--- src/rtl/turbo_pkg.sv ---
// Shared types and constants for the turbo frame serializer.
package turbo_pkg;

  typedef enum logic [2:0] {
    IDLE = 3'd0,
    SYNC = 3'd1,
    SYS  = 3'd2,
    PAR  = 3'd3,
    CHK  = 3'd4
  } state_e;

  localparam logic [7:0] SYNC_WORD_DEF = 8'hB8;

  localparam int FULL_PAR_BITS = 8;
  localparam int PUNC_PAR_BITS = 4;

  // Punctured parity order p1[3], p2[2], p1[1], p2[0]; element [0] goes first.
  localparam logic [3:0][2:0] PUNC_IDX = {3'd0, 3'd5, 3'd2, 3'd7};

endpackage

--- src/rtl/turbo_par_select.sv ---
// Picks the parity bit for the current PAR index and flags the last one.
// The PAR index always starts at 7 and counts down; in punctured mode the
// distance from 7 selects an entry of the puncture table.
module turbo_par_select
  import turbo_pkg::*;
(
  input  logic [7:0] par_word,
  input  logic       punc,
  input  logic [2:0] idx,
  output logic       par_bit,
  output logic       last
);

  logic [2:0] pos;

  // Full mode walks the word MSB first; punctured mode walks the table.
  always_comb begin
    pos     = 3'd7 - idx;
    par_bit = par_word[idx];
    last    = (idx == 3'(8 - FULL_PAR_BITS));
    if (punc) begin
      par_bit = par_word[PUNC_IDX[pos[1:0]]];
      last    = (idx == 3'(8 - PUNC_PAR_BITS));
    end
  end

endmodule

--- src/rtl/turbo_frame_serializer.sv ---
// Serializes one systematic byte plus parity word into a framed bit stream:
// sync word, systematic bits, full or punctured parity, even-parity check bit.
module turbo_frame_serializer
  import turbo_pkg::*;
#(
  parameter logic [7:0] SYNC_WORD = SYNC_WORD_DEF
) (
  input  logic       clk,
  input  logic       rst_n,
  input  logic       in_valid,
  output logic       in_ready,
  input  logic [7:0] sys_data,
  input  logic [7:0] parity_word,
  input  logic       puncture_en,
  output logic       ser_out,
  output logic       ser_valid,
  input  logic       ser_ready,
  output logic       frame_start,
  output logic       frame_end
);

  state_e     state_q, state_d;
  logic [2:0] idx_q, idx_d;
  logic [7:0] sys_q, sys_d;
  logic [7:0] par_q, par_d;
  logic       punc_q, punc_d;
  logic       chk_q, chk_d;

  logic       par_bit, par_last;
  logic       xfer, accept;

  turbo_par_select u_par_select (
    .par_word (par_q),
    .punc     (punc_q),
    .idx      (idx_q),
    .par_bit  (par_bit),
    .last     (par_last)
  );

  assign xfer   = ser_valid && ser_ready;
  assign accept = in_valid && in_ready;

  // State and datapath registers; reset discards any frame in flight.
  always_ff @(posedge clk or negedge rst_n) begin
    if (!rst_n) begin
      state_q <= IDLE;
      idx_q   <= 3'd0;
      sys_q   <= 8'd0;
      par_q   <= 8'd0;
      punc_q  <= 1'b0;
      chk_q   <= 1'b0;
    end else begin
      state_q <= state_d;
      idx_q   <= idx_d;
      sys_q   <= sys_d;
      par_q   <= par_d;
      punc_q  <= punc_d;
      chk_q   <= chk_d;
    end
  end

  // Next state: bits advance only on a downstream transfer; a new frame is
  // loaded from IDLE or on the check-bit transfer for back-to-back frames.
  always_comb begin
    state_d = state_q;
    idx_d   = idx_q;
    sys_d   = sys_q;
    par_d   = par_q;
    punc_d  = punc_q;
    chk_d   = chk_q;
    case (state_q)
      IDLE: ;
      SYNC: if (xfer) begin
        idx_d = idx_q - 3'd1;
        if (idx_q == 3'd0) begin
          state_d = SYS;
          idx_d   = 3'd7;
        end
      end
      SYS: if (xfer) begin
        chk_d = chk_q ^ sys_q[idx_q];
        idx_d = idx_q - 3'd1;
        if (idx_q == 3'd0) begin
          state_d = PAR;
          idx_d   = 3'd7;
        end
      end
      PAR: if (xfer) begin
        chk_d = chk_q ^ par_bit;
        idx_d = idx_q - 3'd1;
        if (par_last) begin
          state_d = CHK;
          idx_d   = 3'd0;
        end
      end
      CHK: if (xfer) state_d = IDLE;
      default: state_d = IDLE;
    endcase
    // in_ready is only high in IDLE or on the CHK transfer, so accept
    // overrides whatever the case above chose.
    if (accept) begin
      state_d = SYNC;
      idx_d   = 3'd7;
      sys_d   = sys_data;
      par_d   = parity_word;
      punc_d  = puncture_en;
      chk_d   = 1'b0;
    end
  end

  // Outputs decoded from state and index; ser_out holds while stalled
  // because state and index hold.
  always_comb begin
    in_ready    = (state_q == IDLE) || (state_q == CHK && ser_ready);
    ser_valid   = (state_q != IDLE);
    frame_start = (state_q == SYNC) && (idx_q == 3'd7);
    frame_end   = (state_q == CHK);
    case (state_q)
      SYNC:    ser_out = SYNC_WORD[idx_q];
      SYS:     ser_out = sys_q[idx_q];
      PAR:     ser_out = par_bit;
      CHK:     ser_out = chk_q;
      default: ser_out = 1'b0;
    endcase
  end

endmodule

--- config.mk ---
export PLATFORM = sky130hd
export DESIGN_NAME = turbo_frame_serializer
export DESIGN_NICKNAME = d
export VERILOG_FILES = /design/src/rtl/turbo_pkg.sv /design/src/rtl/turbo_par_select.sv /design/src/rtl/turbo_frame_serializer.sv
export SDC_FILE = /design/constraint.sdc
export NUM_CORES = 1
export LEC_CHECK = 0
export ABC_AREA = 1
export CAP_MARGIN = 30
export CORE_ASPECT_RATIO = 1.2
export CORE_MARGIN = 2
export CORE_UTILIZATION = 42
export CTS_CLUSTER_DIAMETER = 30
export DETAILED_ROUTE_END_ITERATION = 12
export DONT_BUFFER_PORTS = 1
export GPL_TIMING_DRIVEN = 0
export HOLD_SLACK_MARGIN = 0.12
export SKIP_CTS_REPAIR_TIMING = 1
export SLEW_MARGIN = 40
export SYNTH_ARGS = -nofsm -noshare
export SYNTH_HDL_FRONTEND = slang
export SYNTH_SLANG_ARGS = --single-unit
--- constraint.sdc ---
create_clock -name clk -period 2.02 [get_ports clk]
set_input_delay 0.404 -clock clk [delete_from_list [all_inputs] [get_ports clk]]
set_output_delay 0.404 -clock clk [all_outputs]
set_load 0.005 [all_outputs]
# Word-level counts from Yosys, hierarchy flattened
# Memory sizes are Yosys's and may differ from the RTL's.
# Cells that the tools add are included.
# classes
addsub	2
magnitude_cmp	3
n_eq_ne	15
muxes	31
bitwise	2
n_reduce_logical	14
# op_table
cell	count
3-bit 2-to-1 mux	14
3-bit inequality test (second input constant)	6
3-bit one-hot mux with 5 select lines	1
1-bit binary-select mux with 3-bit select	3
3-bit == test (second input constant)	3
1-bit 2-to-1 mux	9
3-bit nonzero test	3
3-bit by 4-bit < comparator with 1-bit output (second input constant)	2
8-bit AND reduction	1
3-bit binary-select mux with 2-bit select	1
3-bit by 2-bit == test with 1-bit output (second input constant)	2
3-bit logical NOT	2
3-bit by 1-bit inequality test with 1-bit output (second input constant)	2
3-bit one-hot mux with 2 select lines	1
3-bit AND reduction	2
1-bit logical AND	4
1-bit one-hot mux with 4 select lines	1
3-bit by 1-bit == test with 1-bit output (second input constant)	1
2-bit by 3-bit < comparator with 1-bit output (second input constant)	1
3-bit by 1-bit subtractor with 3-bit output (second input constant)	1
2-bit inequality test (second input constant)	1
1-bit one-hot mux with 2 select lines	1
2-bit OR reduction	1
2-bit subtractor (first input constant)	1
2 further kinds	3
# word_totals
ff_bits	24
rom_bits	8
word_cells	74
n_memories	1
# memory_table
memory	words	word_bits	read_ports	rd_clocked_by_memory_dff	wr	line	source
(name not given)	8	1	1	0	0	turbo_frame_serializer.sv:119	SYNC: ser_out = SYNC_WORD[idx_q];

# Logic depth before layout (Yosys ltp)
# logic_depth
depth_word	10
depth_mapped	12
ltp_nobuf	11

# Hierarchy
# From an unflattened synthesis, not the netlist that was laid out.
# hier_totals
hier_cells	175
hier_area_um2	1456.4
# by_module_without_submodules
module	n_inst	cells_each	area_per_inst_um2	seq_area_each_um2
turbo_frame_serializer	1	150	1352.5	600.6
turbo_par_select	1	25	103.8	0.0

# Least setup slack after synthesis
# Ideal clock, no wire load.
# synth_timing
kind	reg2reg
startpoint	reg idx_q[1]
endpoint	reg state_q[0]
arrival_time_ns	1.366
t_required_ns	1.899
path_slack_ns	0.533
stages_incl_launch_ff	11
path_buffers	1
synth_period_minus_slack_ns	1.487
path_cell_list	dfrtp_1 > buf_2 > inv_2 > ha_1 > nand2_1 > a21oi_2 > nor2_1 > nor2_1 > nand4_2 > nand2_1 > o21ai_1
# synth_between
elab_chain_cells	4
word_cells_on_any_way	7
cone_classes	4 x eq/ne; 1 x mux; 2 x reduce/logical
# synth_rtl
element	line	source
start: declaration	turbo_frame_serializer.sv:23	logic [2:0] idx_q, idx_d;
start signal: assignment	turbo_frame_serializer.sv:54	idx_q <= idx_d;
3-bit == test / 3-bit logical NOT (equally long branches)	-	
1-bit 2-to-1 mux	turbo_par_select.sv:21	if (punc) begin
3-bit inequality test (no source line)	-	
8-bit AND reduction (no source line) (*)	-	
end signal: assignment	turbo_frame_serializer.sv:53	state_q <= state_d;
end: declaration	turbo_frame_serializer.sv:22	state_e state_q, state_d;
# Mark *: on every way between the ends. The rest lies on a longest branch, timed or not.
# A chain may end at the register's enable or synchronous reset.

# Worst setup path after layout
# layout_timing
startpoint	reg idx_q[0]
endpoint	out ser_out
# layout_between
elab_chain_cells	7
word_cells_on_any_way	13
cone_classes	1 x add/sub; 11 x mux; 1 x memory
# layout_rtl
element	line	source
2-bit subtractor	turbo_par_select.sv:18	pos = 3'd7 - idx;
3-bit binary-select mux with 2-bit select	turbo_par_select.sv:22	par_bit = par_word[PUNC_IDX[pos[1:0]]];
3-bit 2-to-1 mux (not written as such)	turbo_par_select.sv:22	
1-bit binary-select mux with 3-bit select	turbo_par_select.sv:22	
1-bit 2-to-1 mux (not written as such)	turbo_par_select.sv:22	
1-bit 2-to-1 mux	turbo_par_select.sv:21	
1-bit one-hot mux with 4 select lines (*)	turbo_frame_serializer.sv:118	case (state_q)
end: declaration	turbo_frame_serializer.sv:15	output logic ser_out,
# Mark *: on every way between the ends. The rest lies on a longest branch, timed or not. The select of a mux whose other input is x is not followed.

==> impl_metrics.xml <==
<?xml version="1.0" encoding="UTF-8"?>
<metrics>
  <group name="logic_synthesis">
    <metric name="synthDominantAreaCellType" unit="">sky130_fd_sc_hd__dfrtp_1</metric>
    <metric name="synth_top_cells_by_area" unit="">sky130_fd_sc_hd__dfrtp_1 43%, sky130_fd_sc_hd__nand2_1 21%, sky130_fd_sc_hd__inv_1 5.7%</metric>
    <metric name="post_synth_num_cell_types" unit="">24</metric>
    <metric name="synth-warning-count" unit="">0</metric>
    <metric name="yosys.area.top_type_share" unit="">0.432</metric>
    <metric name="netlist_instances" unit="">196</metric>
    <metric name="ys_ff_latch" unit="">24</metric>
    <metric name="postSynthAreaPerCell" unit="sq um">7.10</metric>
    <metric name="synth.cell_area" unit="sq mm">0.00139</metric>
    <metric name="synthesis.nets" unit="">220</metric>
    <metric name="synth-seq-area-share" unit="">0.432</metric>
  </group>
  <group name="route">
    <metric name="initialDrtViolationCount" unit="">36</metric>
    <metric name="drt_drc_violations_left" unit="">0</metric>
    <metric name="wl_per_cell" unit="um">12.8</metric>
    <metric name="antenna_left" unit="">0</metric>
    <metric name="via_per_inst" unit="">5.16</metric>
    <metric name="detailroute.via_count" unit="">1228</metric>
    <metric name="totalWireLength" unit="mm">3.05</metric>
    <metric name="drtPass1Iterations" unit="">4</metric>
  </group>
  <group name="power_and_ir_drop">
    <metric name="seq_power_share" unit="">0.349</metric>
    <metric name="netSwitchingFraction" unit="">0.468</metric>
    <metric name="power_switching" unit="mW">1.15</metric>
    <metric name="p_leak" unit="nW">0.808</metric>
    <metric name="vdd_drop_max" unit="uV">687</metric>
    <metric name="p_per_area" unit="mW/mm^2">1620</metric>
    <metric name="share_comb_of_total_power" unit="">0.547</metric>
    <metric name="pwr-share-clk" unit="">0.105</metric>
    <metric name="cellInternalPower" unit="mW">1.31</metric>
  </group>
  <group name="cts">
    <metric name="tritoncts" unit="">yes</metric>
    <metric name="clkSinkCount" unit="">24</metric>
    <metric name="max_h_tree_level" unit="">1</metric>
    <metric name="cts_buffers" unit="">3</metric>
    <metric name="cts-root-to-sink-buffers" unit="">2</metric>
    <metric name="worst_skew_pair.late_latency" unit="ns">0.32</metric>
    <metric name="clock-root-buffer" unit="">sky130_fd_sc_hd__clkbuf_4</metric>
    <metric name="clkTransAtPathRegs" unit="ns">0.13</metric>
  </group>
  <group name="placement">
    <metric name="dp.final_hpwl" unit="mm">2.21</metric>
    <metric name="detailed_place.area" unit="sq mm">0.00144</metric>
    <metric name="place_inst" unit="">232</metric>
    <metric name="numPortBuffers" unit="">0</metric>
    <metric name="gp_congestion" unit="">0.911</metric>
  </group>
  <group name="floorplan">
    <metric name="chip_height" unit="um">67.1</metric>
    <metric name="num_io_pins" unit="">26</metric>
    <metric name="floorplan.die_area" unit="sq mm">0.00379</metric>
    <metric name="initial_core_util" unit="">0.447</metric>
    <metric name="fp-row-count" unit="">22</metric>
    <metric name="coreArea" unit="sq mm">0.00311</metric>
    <metric name="die_w" unit="um">56.5</metric>
  </group>
  <group name="finish">
    <metric name="mostFrequentLayoutCells" unit="">79 x sky130_fd_sc_hd__nand2_1, 23 x sky130_fd_sc_hd__dfrtp_1, 21 x sky130_fd_sc_hd__inv_1</metric>
    <metric name="layout-drive-gt1-share" unit="">0.129</metric>
    <metric name="filler_cell_count" unit="">333</metric>
    <metric name="layout.cell_area.non_filler" unit="sq mm">0.00152</metric>
    <metric name="finish.net_count" unit="">227</metric>
    <metric name="layout-area-overhead-vs-synth" unit="%">9.53</metric>
    <metric name="post-route-util" unit="">0.490</metric>
    <metric name="antennaDiodeCount" unit="">0</metric>
    <metric name="final_cell_count_no_fill" unit="">238</metric>
    <metric name="most_common_cell_after_layout_fill_and_taps_aside" unit="">sky130_fd_sc_hd__nand2_1</metric>
  </group>
  <group name="worst_setup_path">
    <metric name="required" unit="ns">1.62</metric>
    <metric name="worst_path_largest_cell_delay" unit="ns">0.50</metric>
    <metric name="path_common_cell" unit="">sky130_fd_sc_hd__nand3_1</metric>
    <metric name="reg2reg_slack" unit="ns">0.40</metric>
    <metric name="setup.worst_path.start_class" unit="">register</metric>
    <metric name="path_class" unit="">reg -&gt; out</metric>
    <metric name="arrival_time_reported_for_the_critical_path_endpoint" unit="ns">1.54</metric>
    <metric name="timing.critical_path.cells" unit="">or2_2 -&gt; nand3_1 -&gt; nand3_1 -&gt; nand4_1 -&gt; o2111ai_2</metric>
    <metric name="cp_slowest_cell" unit="">sky130_fd_sc_hd__dfrtp_2</metric>
    <metric name="timing.critical_path.to_type" unit="">output pin</metric>
    <metric name="largest_fanout_of_any_net_on_the_critical_path" unit="">8</metric>
  </group>
  <group name="timing">
    <metric name="timing.slew.headroom" unit="">0.839</metric>
    <metric name="worst_pin_slew" unit="ns">0.240</metric>
    <metric name="final.setup_skew" unit="ns">0.00344</metric>
    <metric name="achievable-frequency" unit="MHz">515</metric>
    <metric name="post-route-period-util" unit="">0.962</metric>
    <metric name="setup-tns-final" unit="ns">0</metric>
    <metric name="hold-worst-slack" unit="ns">0.187</metric>
    <metric name="final-max-slew-violation-count" unit="">0</metric>
    <metric name="timing_hold_violations_final" unit="">0</metric>
    <metric name="setup_viol" unit="">0</metric>
    <metric name="period_minus_ws_final" unit="ns">1.94</metric>
  </group>
  <group name="min_path">
    <metric name="min_path_type" unit="">in -&gt; reg</metric>
  </group>
  <group name="global_routing">
    <metric name="grt-ovfl-total" unit="">0</metric>
    <metric name="global_route.usage.total" unit="">0.174</metric>
    <metric name="initial_antenna_violation_count" unit="">0</metric>
    <metric name="grt_first_pass_wirelength" unit="mm">5.22</metric>
    <metric name="grt_max_degree" unit="">25</metric>
    <metric name="grt_pass1_vias" unit="">1246</metric>
  </group>
  <group name="job">
    <metric name="cap_viol_max_count" unit="">0</metric>
  </group>
  <group name="status">
    <metric name="outcome" unit="">finished, final reports clean</metric>
  </group>
</metrics>
## per-layer routing
layer / vias to the layer above / global-route usage / part of all wire
met3: 6 / 0.0291 / 0.044
met1: 570 / 0.213 / 0.46
li1: 625 / - / -
met4: 0 / 0.0714 / 0.012
met2: 27 / 0.301 / 0.49
met5: - / 0 / 0
## cell type report
class,count,area (sq um),area share
multi-input combinational,141,667,0.438
inverter,26,105,0.0690
timing repair buffer,2,30.0,0.0197
clock buffer,4,36.3,0.0238
tap,36,45.0,0.0296
sequential,24,602,0.395
buffer,5,38.8,0.0255
## synth_stat cells (all sizes together)
master   instances
a21oi            5
a22oi            1
buf              5
dfrtp           24
ha               3
inv             26
nand2           81
nand3           15
nand4            2
nor2            12
o2111ai          1
o211ai           1
o21ai           17
o22ai            1
or2              1
xnor2            1
## state kept, by name, summed over array words and instances, names as in the netlist
signal and count:
chk_q 1, state_q 3, par_q 8, sys_q 8, punc_q 1, idx_q 3
## worst max-delay path: cells and delay by family, from the launching register on
family	cells	cell delay, ns
compound gates	1	0.12
flops	1	0.50
simple gates	4	0.60
## cell families after synthesis
logic type | Yosys count | synth area share
buffers and inverters | 31 | 0.0935
and+or+nand+nor | 111 | 0.332
xor gates and xnor gates | 1 | 0.00630
DFF | 24 | 0.432
adders and majority gates | 3 | 0.0270
AOI/OAI and AO/OA | 26 | 0.110
## worst paths after layout
path                             startpoint          to  depth (start not counted)
worst min-delay path            sys_data[0]    sys_q[0]                          2
worst max-delay path               idx_q[0]     ser_out                          5
min in group asynchronous             rst_n  state_q[1]                          2
worst max register to register     idx_q[1]  state_q[0]                         10
max in group asynchronous             rst_n    idx_q[0]                          2
worst min register to register     sys_q[0]    sys_q[0]                          2
## stage by stage
| step | setup WS (ns) | power [mW] |
|---|---|---|
| final | 0.0766 | 2.47 |
| after CTS | 0.0267 | 2.43 |
| after global routing | -0.00898 | 2.75 |
| after detailed placement | 0.338 | 2.15 |
| after floorplan | 0.533 | 1.87 |
| after global placement | 0.357 | 2.11 |
## power by group through the flow
stage / Sequential [mW] / Combinational [mW] / Clock [mW]
after CTS: 0.852 / 1.30 / 0.272
after floorplan: 0.823 / 1.05 / 0
final: 0.860 / 1.35 / 0.258
after global placement: 0.855 / 1.25 / 0
after detailed placement: 0.862 / 1.29 / 0
after global routing: 0.895 / 1.57 / 0.285
Note: power is estimated with default switching activity, not from simulation.
